**config.mk**
```make
export PLATFORM = sky130hd
export DESIGN_NAME = acc_datapath
export DESIGN_NICKNAME = d
export VERILOG_FILES = /design/src/rtl/acc_cpu_pkg.sv /design/src/rtl/acc_alu.sv /design/src/rtl/acc_datapath.sv
export SDC_FILE = /design/constraint.sdc
export NUM_CORES = 1
export LEC_CHECK = 0
export CORE_MARGIN = 4
export CORE_UTILIZATION = 55
export DETAILED_ROUTE_END_ITERATION = 10
export MAX_ROUTING_LAYER = met4
export PLACE_DENSITY = 0.75
export SETUP_SLACK_MARGIN = 0.5
export SYNTH_ARGS = -nofsm -noshare
export SYNTH_HDL_FRONTEND = slang
export SYNTH_SLANG_ARGS = --single-unit
```
**constraint.sdc**
```tcl
create_clock -name clk -period 12.1 [get_ports clk]
set_input_delay 1.815 -clock clk [delete_from_list [all_inputs] [get_ports clk]]
set_output_delay 1.815 -clock clk [all_outputs]
set_load 0.03 [all_outputs]
```
**src/rtl/acc_cpu_pkg.sv**
```systemverilog
// Shared constants for the accumulator CPU: default widths, register count
// and ALU operation codes.
package acc_cpu_pkg;

    localparam int DEF_DATA_W = 8;
    localparam int DEF_PC_W   = 8;
    localparam int REG_COUNT  = 16;
    localparam int REG_IDX_W  = 4;

    localparam logic [3:0] ALU_ADD = 4'b0000;
    localparam logic [3:0] ALU_SUB = 4'b0001;
    localparam logic [3:0] ALU_NOR = 4'b1000;
    localparam logic [3:0] ALU_SHR = 4'b1100;
    localparam logic [3:0] ALU_SHL = 4'b1101;

endpackage

```
**src/rtl/acc_alu.sv**
```systemverilog
// Combinational ALU: ACC op B, DATA_W+1 bit result whose top bit is the carry.
module acc_alu
    import acc_cpu_pkg::*;
#(
    parameter int DATA_W = DEF_DATA_W
) (
    input  logic [DATA_W-1:0] acc,
    input  logic [DATA_W-1:0] b,
    input  logic [3:0]        sel_alu,
    output logic [DATA_W:0]   result
);

    // Operation decode; the subtract borrow falls out of the widened wrap.
    always_comb begin
        result = {1'b0, acc};
        case (sel_alu)
            ALU_ADD: result = {1'b0, acc} + {1'b0, b};
            ALU_SUB: result = {1'b0, acc} - {1'b0, b};
            ALU_NOR: result = {1'b0, ~(acc | b)};
            ALU_SHR: result = {acc[0], 1'b0, acc[DATA_W-1:1]};
            ALU_SHL: result = {acc[DATA_W-1], acc[DATA_W-2:0], 1'b0};
            default: result = {1'b0, acc};
        endcase
    end

endmodule

```
**src/rtl/acc_datapath.sv**
```systemverilog
// Accumulator CPU datapath: PC, IR, 16-entry register file, ACC with carry.
// Build option ACC_ZERO_FLAG_EN folds "ACC non-zero" into Zero_Carry.
module acc_datapath
    import acc_cpu_pkg::*;
#(
    parameter int DATA_W = DEF_DATA_W,
    parameter int PC_W   = DEF_PC_W
) (
    input  logic                 clk,
    input  logic                 reset,
    input  logic                 LoadIR,
    input  logic                 IncPC,
    input  logic                 SelPC,
    input  logic                 LoadPC,
    input  logic                 LoadReg,
    input  logic                 DumpReg,
    input  logic                 LoadAcc,
    input  logic                 DumpAcc,
    input  logic                 SelAcc0,
    input  logic                 SelAcc1,
    input  logic [3:0]           SelALU,
    input  logic [3:0]           ImmediateData,
    input  logic [3:0]           RegNumber,
    input  logic [DATA_W-1:0]    InstrData,
    output logic [PC_W-1:0]      InstrAddr,
    output logic [DATA_W-1:0]    Opcode,
    output logic                 Zero_Carry,
    output logic [DATA_W-1:0]    AccOut
);

    logic [PC_W-1:0]   pc_r;
    logic [DATA_W-1:0] ir_r;
    logic [DATA_W:0]   acc_r;
    logic [DATA_W-1:0] regs_r [REG_COUNT];

    logic [DATA_W-1:0] b_bus_s;
    logic [DATA_W-1:0] imm_ext_s;
    logic [DATA_W:0]   alu_result_s;
    logic [DATA_W:0]   acc_next_s;
    logic [PC_W-1:0]   pc_jump_s;

    assign imm_ext_s = DATA_W'(ImmediateData);

    // B bus and jump source; jumps always index the register file through IR.
    always_comb begin
        if (DumpReg) begin
            b_bus_s = regs_r[RegNumber];
        end else begin
            b_bus_s = {DATA_W{1'b0}};
        end
        if (SelPC) begin
            pc_jump_s = PC_W'(ir_r[3:0]);
        end else begin
            pc_jump_s = PC_W'(regs_r[ir_r[3:0]]);
        end
    end

    acc_alu #(.DATA_W(DATA_W)) u_alu (
        .acc     (acc_r[DATA_W-1:0]),
        .b       (b_bus_s),
        .sel_alu (SelALU),
        .result  (alu_result_s)
    );

    // ACC source select; only the ALU path may leave carry set.
    always_comb begin
        case ({SelAcc1, SelAcc0})
            2'b10, 2'b11: acc_next_s = alu_result_s;
            2'b01:        acc_next_s = {1'b0, b_bus_s};
            2'b00:        acc_next_s = {1'b0, imm_ext_s};
            default:      acc_next_s = {(DATA_W+1){1'b0}};
        endcase
    end

    // PC, IR and ACC state.
    always_ff @(posedge clk) begin
        if (reset) begin
            pc_r  <= {PC_W{1'b0}};
            ir_r  <= {DATA_W{1'b0}};
            acc_r <= {(DATA_W+1){1'b0}};
        end else begin
            if (LoadPC) begin
                pc_r <= pc_jump_s;
            end else if (IncPC) begin
                pc_r <= pc_r + PC_W'(1'b1);
            end
            if (LoadIR) begin
                ir_r <= InstrData;
            end
            if (LoadAcc) begin
                acc_r <= acc_next_s;
            end
        end
    end

    // Register file write port; DumpAcc stores the pre-edge ACC value.
    always_ff @(posedge clk) begin
        if (reset) begin
            for (int i = 0; i < REG_COUNT; i++) begin
                regs_r[i] <= {DATA_W{1'b0}};
            end
        end else if (DumpAcc) begin
            regs_r[RegNumber] <= acc_r[DATA_W-1:0];
        end else if (LoadReg) begin
            regs_r[RegNumber] <= imm_ext_s;
        end
    end

    assign InstrAddr = pc_r;
    assign Opcode    = ir_r;
    assign AccOut    = acc_r[DATA_W-1:0];

`ifdef ACC_ZERO_FLAG_EN
    assign Zero_Carry = acc_r[DATA_W] | (acc_r[DATA_W-1:0] != {DATA_W{1'b0}});
`else
    assign Zero_Carry = acc_r[DATA_W];
`endif

endmodule

```
==> results of run 1 <==
## synth_stat cells, drive strengths merged, types with 2 or more instances
master | count | area, um^2
a222oi | 2 | 20.0
nand2b | 20 | 125
o31ai | 4 | 30.0
ha | 13 | 163
o22ai | 10 | 62.6
edfxtp | 128 | 3840
and3 | 2 | 12.5
nand4 | 4 | 25.0
buf | 16 | 155
mux4 | 70 | 1640
inv | 12 | 45.0
or3 | 4 | 25.0
o32ai | 2 | 17.5
nor3 | 10 | 55.1
nand3 | 11 | 55.1
a221oi | 2 | 17.5
or2b | 2 | 15.0
nand2 | 38 | 145
a41oi | 3 | 26.3
a21o | 2 | 15.0
mux2i | 24 | 240
dfxtp | 29 | 581
xnor2 | 8 | 70.1
nand3b | 2 | 15.0
o221ai | 2 | 17.5
xor2 | 9 | 78.8
nor2b | 8 | 50.1
a21oi | 18 | 90.1
nor3b | 4 | 30.0
a211oi | 13 | 108
o21ai | 15 | 75.1
a31oi | 2 | 12.5
nor2 | 176 | 661
mux2 | 6 | 67.6
clkbuf | 31 | 156
## cell type report
cell class	instances	share of cell area, %
multi-input combinational	503	40.7
inverter	12	0.445
clock inverter	10	0.829
timing repair buffer	66	6.24
sequential	157	43.8
clock buffer	22	5.33
tap	216	2.67
## power by group
group / switching [mW] / leakage (nW) / internal (mW)
clock: 0.239 / 0.313 / 0.323
combinational: 0.134 / 1.69 / 0.100
sequential: 0.0222 / 1.56 / 0.608
total: 0.395 / 3.56 / 1.03
## logic make-up after synthesis
family	after synthesis	synth area share, %
compound gates	85	6.52
fa+ha+maj	14	2.05
xor+xnor	17	1.67
mux	100	21.8
flops	157	49.7
simple gates	287	14.1
buf+inv	60	4.10
## final timing paths
check,endpoint,slack (ps),from,depth (start not counted)
worst max-delay path,acc_r[5],6160,RegNumber[0],18
worst min-delay path,acc_r[8],480,acc_r[8],2
worst max register to register,acc_r[5],8010,regs_r[7][1],16
worst min register to register,acc_r[8],480,acc_r[8],2
## registers in the layout, summed over array words and instances, names as in the netlist, named ones only
register / flops
regs_r: 128
acc_r: 9
Opcode: 8
InstrAddr: 8
## worst max-delay path: stages
cell             delay (ps)
clkdlybuf4s50_1         460
buf_4                   390
mux4_4                  690
mux4_2                  470
nand2_1                 180
ha_1                    270
nand2_1                  60
o21ai_0                 150
inv_1                   100
ha_1                    220
nor2b_1                 130
o21ai_0                 230
a21boi_0                150
o21a_1                  210
or3_1                   310
a31oi_1                 170
o221a_1                 210
nor3_2                   50
## per-stage QoR
step | std cells | instance area, um^2 | utilization (%) | hold WS [ps]
finish | 986 | 10100 | 63.7 | 479
global route | 986 | 10100 | 63.7 | 515
CTS | 986 | 10100 | 63.7 | 486
detailed placement | 954 | 9490 | 59.7 | 475
global placement | 954 | 9490 | 59.7 | 472
floorplan | 720 | 8910 | - | 599
## per-layer routing
layer	part of all wire [%]	up-vias	GRT usage, %	wire length [um]
li1	-	2795	-	-
met1	38	3192	38.2	9650
met2	47	489	44.4	11800
met3	12	63	7.47	2910
met4	3.4	0	9.41	850
met5	0	-	-	0
==> metrics, run 1 <==
Setup WS post-layout approximately 6000 ps; Main synth FF type edfxtp_1; largest net degree at the start of global routing 47; Tot Pwr 1.43 mW; commonest cells after routing, fill and taps aside 176 x nor2_1, 128 x edfxtp_1, 55 x clkdlybuf4s50_1, 53 x mux4_2, 37 x nand2_1; Final setup viols 0; I/O pin count 57; Syn-to-layout area delta 13.5%; clock-pin slew on the worst setup and hold paths about 70 ps; WS Path Type primary input to flop; Seq/Total Area, Yosys 49.7%; leakage approximately 3.6 nW; Starting Density a little under three fifths; global-route wire length before repair ~38000 um; most common cell after layout, fill and taps aside nor2_1; Detail Route Antenna Nets 0; VDD IR-drop max between 100 and 150 uV; PwrDens about 140 mW/mm^2; worst skew pair latency roughly 440 ps; drt total wl roughly 25000 um; Port Buffers 56; cts repair resizes 0; NumNets Final between 800 and 900; deepest clock path buffer count 2; relative slew slack approximately a quarter; TNS Setup 0 ps; CP endpoint kind flop; Multi-input gate area ~0.0041 mm^2; RSZ-0062 raised after global routing false; Yosys warnings 0; Hold Violations, Final 0; postcts setup bufs 0; Post-Syn Area approximately 0.0089 mm^2; Die H 135 um; # DRC 0; Post-Place Setup Slack around 5800 ps; period utilisation layout slightly below 50%; MaxCap Viol Count 0; Final min period 5940 ps; average cell area after synthesis between 10 and 15 um^2; # H-tree levels 4; antenna diode instance count 0; Setup Skew 12.5 ps; run status finished, final reports clean; core area 0.0159 mm^2; area occupied by registers 0.00443 mm^2; routed len/inst roughly 26 um; Slew Limit Fails 0; GR Overflow Total 0; share of layout cells above drive strength 1 about 15%; full die area about 0.018 mm^2; Max Fclk about 170 MHz; CTS tree built; DR vias/cell approximately 6.6; CTS root buf clkbuf_16; Iter 0 DRT Violations about 970; vias in the first global route between 6000 and 7000; Die W between 100 and 150 um; FFs w/ async S/R, synth 0%; Worst Tran Pin Value 1120 ps; Hold-fix buffers, CTS 0; number of CTS-inserted buffers 17; WP data required roughly 12000 ps; Hold Crit Class flop to flop; syn nets 766; post-DP HPWL approximately 17000 um; gate count after technology mapping between 700 and 800; CTS sink count 157; Synth Register Bits roughly 160; first-pass iteration count of the detailed router 6; GRT Total Usage just under 30%; GP Congestion 0.989; fillers between 1000 and 1500; CP Launch Type primary input; Yosys cell types 64; via count 6539; worst path arrival time 6260 ps; row cnt 46; number of synthesized flops with an enable pin between 100 and 150; antenna violations before repair 0; Critical Path Fanout Max 29
No activity file was read; power rests on OpenSTA's default activity.
==> run 2, diff against run 1 <==
- clock period: 12.1 -> 5.7 ns (I/O delays scaled with it)
==> metrics, run 2 (synthesis results as in run 1) <==
deepest clock path buffer count 2 (unchanged); WS Path Type primary input to flop (unchanged); Die H 135 um (unchanged); MaxCap Viol Count 0 (unchanged); postcts setup bufs 0 (unchanged); RSZ-0062 raised after global routing false (unchanged); most common cell after layout, fill and taps aside nor2_1 (unchanged); Final setup viols 0 (unchanged); full die area 0.0183 mm^2 (unchanged); CP Cell Sequence clkdlybuf4s50_1 > buf_12 > mux4_4 > mux4_2 > nand2_1 > ha_1 > nand2_1 > o21ai_0 > inv_1 > ha_1 > nor2b_1 > o21ai_0 > a21boi_0 > o21a_1 > or3_1 > a31oi_1 > o221a_1 > nor3_2 (was clkdlybuf4s50_1 > buf_4 > mux4_4 > mux4_2 > nand2_1 > ha_1 > nand2_1 > o21ai_0 > inv_1 > ha_1 > nor2b_1 > o21ai_0 > a21boi_0 > o21a_1 > or3_1 > a31oi_1 > o221a_1 > nor3_2); design area 0.0102 mm^2 (was 0.0101 mm^2); WP data required 6010 ps (was 12420 ps); worst skew pair latency 440 ps (about the same); post-DP HPWL 17200 um (was 17400 um); antenna violations before repair 0 (unchanged); # H-tree levels 4 (unchanged); Die W 135 um (unchanged); Crit-path slowest cell mux4_4 (unchanged); CP Launch Type primary input (unchanged); routed len/inst 24.9 um (was 25.5 um); Setup Skew 6.61 ps (was 12.5 ps); Top reg by flops regs_r (unchanged); # DRC 0 (unchanged); row cnt 46 (unchanged); core area 0.0159 mm^2 (unchanged); antenna diode instance count 0 (unchanged); CP peak stage delay 650 ps (was 690 ps); CTS tree built (unchanged); via count 6579 (was 6539); VDD IR-drop max 249 uV (was 109 uV); top flop regs regs_r (128), acc_r (9) (unchanged); relative slew slack 33.1% (was 25.5%); Min Hold Slack 494 ps (was 479 ps); DR vias/cell 6.63 (about the same); CTS sink count 157 (unchanged); largest net degree at the start of global routing 47 (unchanged); Critical Path Fanout Max 29 (unchanged); max reg flops 128 (unchanged); cts repair resizes 0 (unchanged); commonest cells after routing, fill and taps aside 176 x nor2_1, 128 x edfxtp_1, 55 x clkdlybuf4s50_1, 53 x mux4_2, 37 x nand2_1 (unchanged); Slew Limit Fails 0 (unchanged); global-route wire length before repair 37400 um (was 38400 um); GRT Total Usage 28.6% (was 28.9%); Final min period ~4800 ps; worst path arrival time 5090 ps (was 6260 ps); period utilisation layout a little over four fifths; vias in the first global route 6325 (was 6391); run status finished, final reports clean (unchanged); placed cell count 960 (was 954); Starting Density 56.1% (unchanged); Max Fclk between 200 and 250 MHz; leakage 3.60 nW (was 3.56 nW); PwrDens 297 mW/mm^2 (was 141 mW/mm^2); Worst Tran Pin Value 1000 ps (was 1120 ps); fillers 1176 (was 1214); Hold-fix buffers, CTS 0 (unchanged); clock-pin slew on the worst setup and hold paths 70 ps (about the same); worst path bufs/invs 3 (unchanged); number of CTS-inserted buffers 17 (unchanged); GR Overflow Total 0 (unchanged); Layout Cells excl Fill 992 (was 986); Syn-to-layout area delta 14.5% (was 13.5%); Detail Route Antenna Nets 0 (unchanged); NumNets Final 809 (was 803); first-pass iteration count of the detailed router 5 (was 6); TNS Setup 0 ps (unchanged); critical path's top delay family multiplexers (unchanged); CP endpoint kind flop (unchanged); drt total wl 24700 um (was 25200 um); Hold Crit Class flop to flop (unchanged); Iter 0 DRT Violations 821 (was 973); I/O pin count 57 (unchanged); Port Buffers 56 (unchanged); GP Congestion 0.983 (was 0.989); share of layout cells above drive strength 1 15.2% (was 14.8%); Placed Area 0.00956 mm^2 (was 0.00949 mm^2); Hold Violations, Final 0 (unchanged); CTS root buf clkbuf_16 (unchanged)
## run 2: cell types whose count changed in the layout (fill, tap and decap cells not counted), sizes merged
cell,delta
buf,+6
clkbuf,+2
clkinv,+4
inv,-6
## run 2: final cells by class
type	instances	area [um^2]	area share, %
sequential	157	4430	43.4
multi-input combinational	503	4120	40.4
clock inverter	8	60.1	0.589
clock buffer	24	579	5.68
inverter	12	45.0	0.442
timing repair buffer	72	701	6.87
tap	216	270	2.65
## run 2: where the power goes
group | switching, mW | internal, mW | total [mW]
clock network | 0.478 | 0.718 | 1.20
registers | 0.0458 | 1.29 | 1.34
logic | 0.282 | 0.219 | 0.501
## run 2: worst paths after layout
| check | from | to | slack [ps] | cells past startpoint |
|---|---|---|---|---|
| setup / recovery | RegNumber[0] | acc_r[5] | 920 | 18 |
| hold / removal | acc_r[8] | acc_r[8] | 490 | 2 |
| setup reg to reg | regs_r[7][1] | acc_r[5] | 1670 | 16 |
| hold reg to reg | acc_r[8] | acc_r[8] | 490 | 2 |
## run 2: metal layers
metal  GRT usage (%)  routed length (um)
met1            36.6                9200
met2            42.7               11600
met3            7.69                2700
met4            13.8                1190
met5               -                   0
## run 2: tightest hold or removal path, stage by stage (launching register included)
cell and delay, ps:
dfxtp_1 320, inv_1 50, o32ai_1 70
## run 2: metrics by stage
| stage | worst slack, ps | total power [mW] | utilization [%] |
|---|---|---|---|
| finish | 918 | 3.03 | 64.2 |
| detailed placement | 481 | 1.85 | 60.2 |
| global route | 699 | 3.12 | 64.2 |
| CTS | 932 | 3.03 | 64.2 |
| floorplan | 1300 | 1.69 | - |
| global placement | 521 | 1.84 | 60.2 |
==> run 3, diff against run 2 <==
- clock period: 5.7 -> 4.5 ns (I/O delays scaled with it)
==> metrics, run 3 (synthesis results as in run 1) <==
placed cell count 988 (was 960); Hold Crit Class flop to flop (unchanged); Placed Area 0.00978 mm^2 (was 0.00956 mm^2); DR vias/cell 6.51 (was 6.63); relative slew slack 43.1% (was 33.1%); worst skew pair latency 440 ps (about the same); antenna diode instance count 0 (unchanged); Final setup viols 0 (unchanged); CP endpoint kind flop (unchanged); WP data required 4820 ps (was 6010 ps); largest net degree at the start of global routing 46 (was 47); NumNets Final 841 (was 809); Detail Route Antenna Nets 0 (unchanged); Worst Tran Pin Value 852 ps (was 1000 ps); number of CTS-inserted buffers 17 (unchanged); Starting Density 56.1% (unchanged); PwrDens 370 mW/mm^2 (was 297 mW/mm^2); first-pass iteration count of the detailed router 5 (unchanged); core area 0.0159 mm^2 (unchanged); top flop regs regs_r (128), acc_r (9) (unchanged); MaxCap Viol Count 0 (unchanged); GP Congestion 0.924 (was 0.983); via count 6664 (was 6579); Port Buffers 56 (unchanged); vias in the first global route 6369 (was 6325); # DRC 0 (unchanged); leakage 3.78 nW (was 3.60 nW); max reg flops 128 (unchanged); I/O pin count 57 (unchanged); VDD IR-drop max 299 uV (was 249 uV); GRT Total Usage 29.5% (was 28.6%); commonest cells after routing, fill and taps aside 176 x nor2_1, 128 x edfxtp_1, 53 x mux4_2, 52 x clkdlybuf4s50_1, 44 x buf_4 (was 176 x nor2_1, 128 x edfxtp_1, 55 x clkdlybuf4s50_1, 53 x mux4_2, 37 x nand2_1); design area 0.0105 mm^2 (was 0.0102 mm^2); Critical Path Fanout Max 6 (was 29); Die H 135 um (unchanged); Min Hold Slack 487 ps (was 494 ps); fin util 66.2% (was 64.2%); deepest clock path buffer count 2 (unchanged); Setup Skew 11.1 ps (was 6.61 ps); CTS tree built (unchanged); row cnt 46 (unchanged); Max Fclk 257 MHz; worst path arrival time 4210 ps (was 5090 ps); WS Path Type primary input to flop (unchanged); Final min period between 3000 and 4000 ps; CP Launch Type primary input (unchanged); antenna violations before repair 0 (unchanged); period utilisation layout about 87%; CTS root buf clkbuf_16 (unchanged); Hold Violations, Final 0 (unchanged); most common cell after layout, fill and taps aside nor2_1 (unchanged); post-DP HPWL 18300 um (was 17200 um); RSZ-0062 raised after global routing false (unchanged); routed len/inst 25.3 um (was 24.9 um); full die area 0.0183 mm^2 (unchanged); drt total wl 25900 um (was 24700 um); run status finished, final reports clean (unchanged); CTS sink count 157 (unchanged); Slew Limit Fails 0 (unchanged); Die W 135 um (unchanged); GR Overflow Total 0 (unchanged); share of layout cells above drive strength 1 20.8% (was 15.2%); TNS Setup 0 ps (unchanged); Syn-to-layout area delta 18.1% (was 14.5%); global-route wire length before repair 38500 um (was 37400 um); Iter 0 DRT Violations 838 (was 821); fillers 1184 (was 1176); # H-tree levels 4 (unchanged); Layout Cells excl Fill 1024 (was 992); clock-pin slew on the worst setup and hold paths 80 ps (was 70 ps); Top reg by flops regs_r (unchanged)
==> run 3: changes by cell type in the layout (fill, tap and decap cells not counted), sizes merged, moves of 3 or more <==
cell | before | now
buf | 17 | 48
clkbuf | 24 | 19
clkdlybuf4s50 | 55 | 52
inv | 14 | 20
==> run 3: worst max-delay path, cell delays in order <==
cell	delay, ps
clkbuf_4	160
buf_12	140
mux4_4	620
mux4_2	510
nand2_4	80
ha_2	270
nand2_1	70
o21ai_2	80
inv_1	70
ha_1	210
nor2b_1	130
o21ai_1	160
a21boi_1	80
o21a_1	220
or3_1	310
a31oi_1	170
o221a_1	220
nor3_2	50
==> run 3: final timing paths <==
check,start,end,slack [ps],depth (start not counted)
setup / recovery,RegNumber[0],acc_r[5],600,18
hold / removal,acc_r[8],acc_r[8],490,2
setup reg to reg,regs_r[7][1],acc_r[5],690,16
hold reg to reg,acc_r[8],acc_r[8],490,2
==> run 3: power breakdown <==
part | leakage, nW | internal (mW) | switching [mW]
Clock | 0.295 | 0.836 | 0.643
Combinational | 1.92 | 0.329 | 0.379
Sequential | 1.56 | 1.63 | 0.0687
==> run 3: per-layer routing <==
metal / track usage (%) / vias up / share of wire [%]
met5: - / - / 0
met4: 11.4 / 0 / 4.1
met3: 7.80 / 77 / 11
met2: 45.2 / 434 / 47
met1: 38.0 / 3283 / 38
li1: - / 2870 / -
==> run 3: what timing repair did <==
action / 4_1_cts / 5_1_grt
hold buffers: 0 / 0
gates cloned: 1 / 0
setup buffers: 0 / 3
setup endpoints to repair: 7 / 6
gates resized for setup: 4 / 23
pin swaps: 0 / 13
==> run 3: area by class of cell <==
class                   instances  area (um^2)  area share [%]
multi-input cells             503         4210            40.0
clock inverters                15          175            1.67
clock buffers                  17          425            4.04
repair buffers                104          970            9.22
flip-flops and latches        157         4430            42.1
inverters                      12         45.0           0.428
well taps                     216          270            2.57
==> run 3: per-stage QoR <==
| step | setup slack [ps] | power, mW |
|---|---|---|
| 2_1_floorplan | 501 | 2.14 |
| 4_1_cts | 530 | 3.86 |
| 3_5_place_dp | -194 | 2.39 |
| 6_report | 605 | 3.89 |
| 3_3_place_gp | -152 | 2.38 |
| 5_1_grt | 461 | 4.01 |
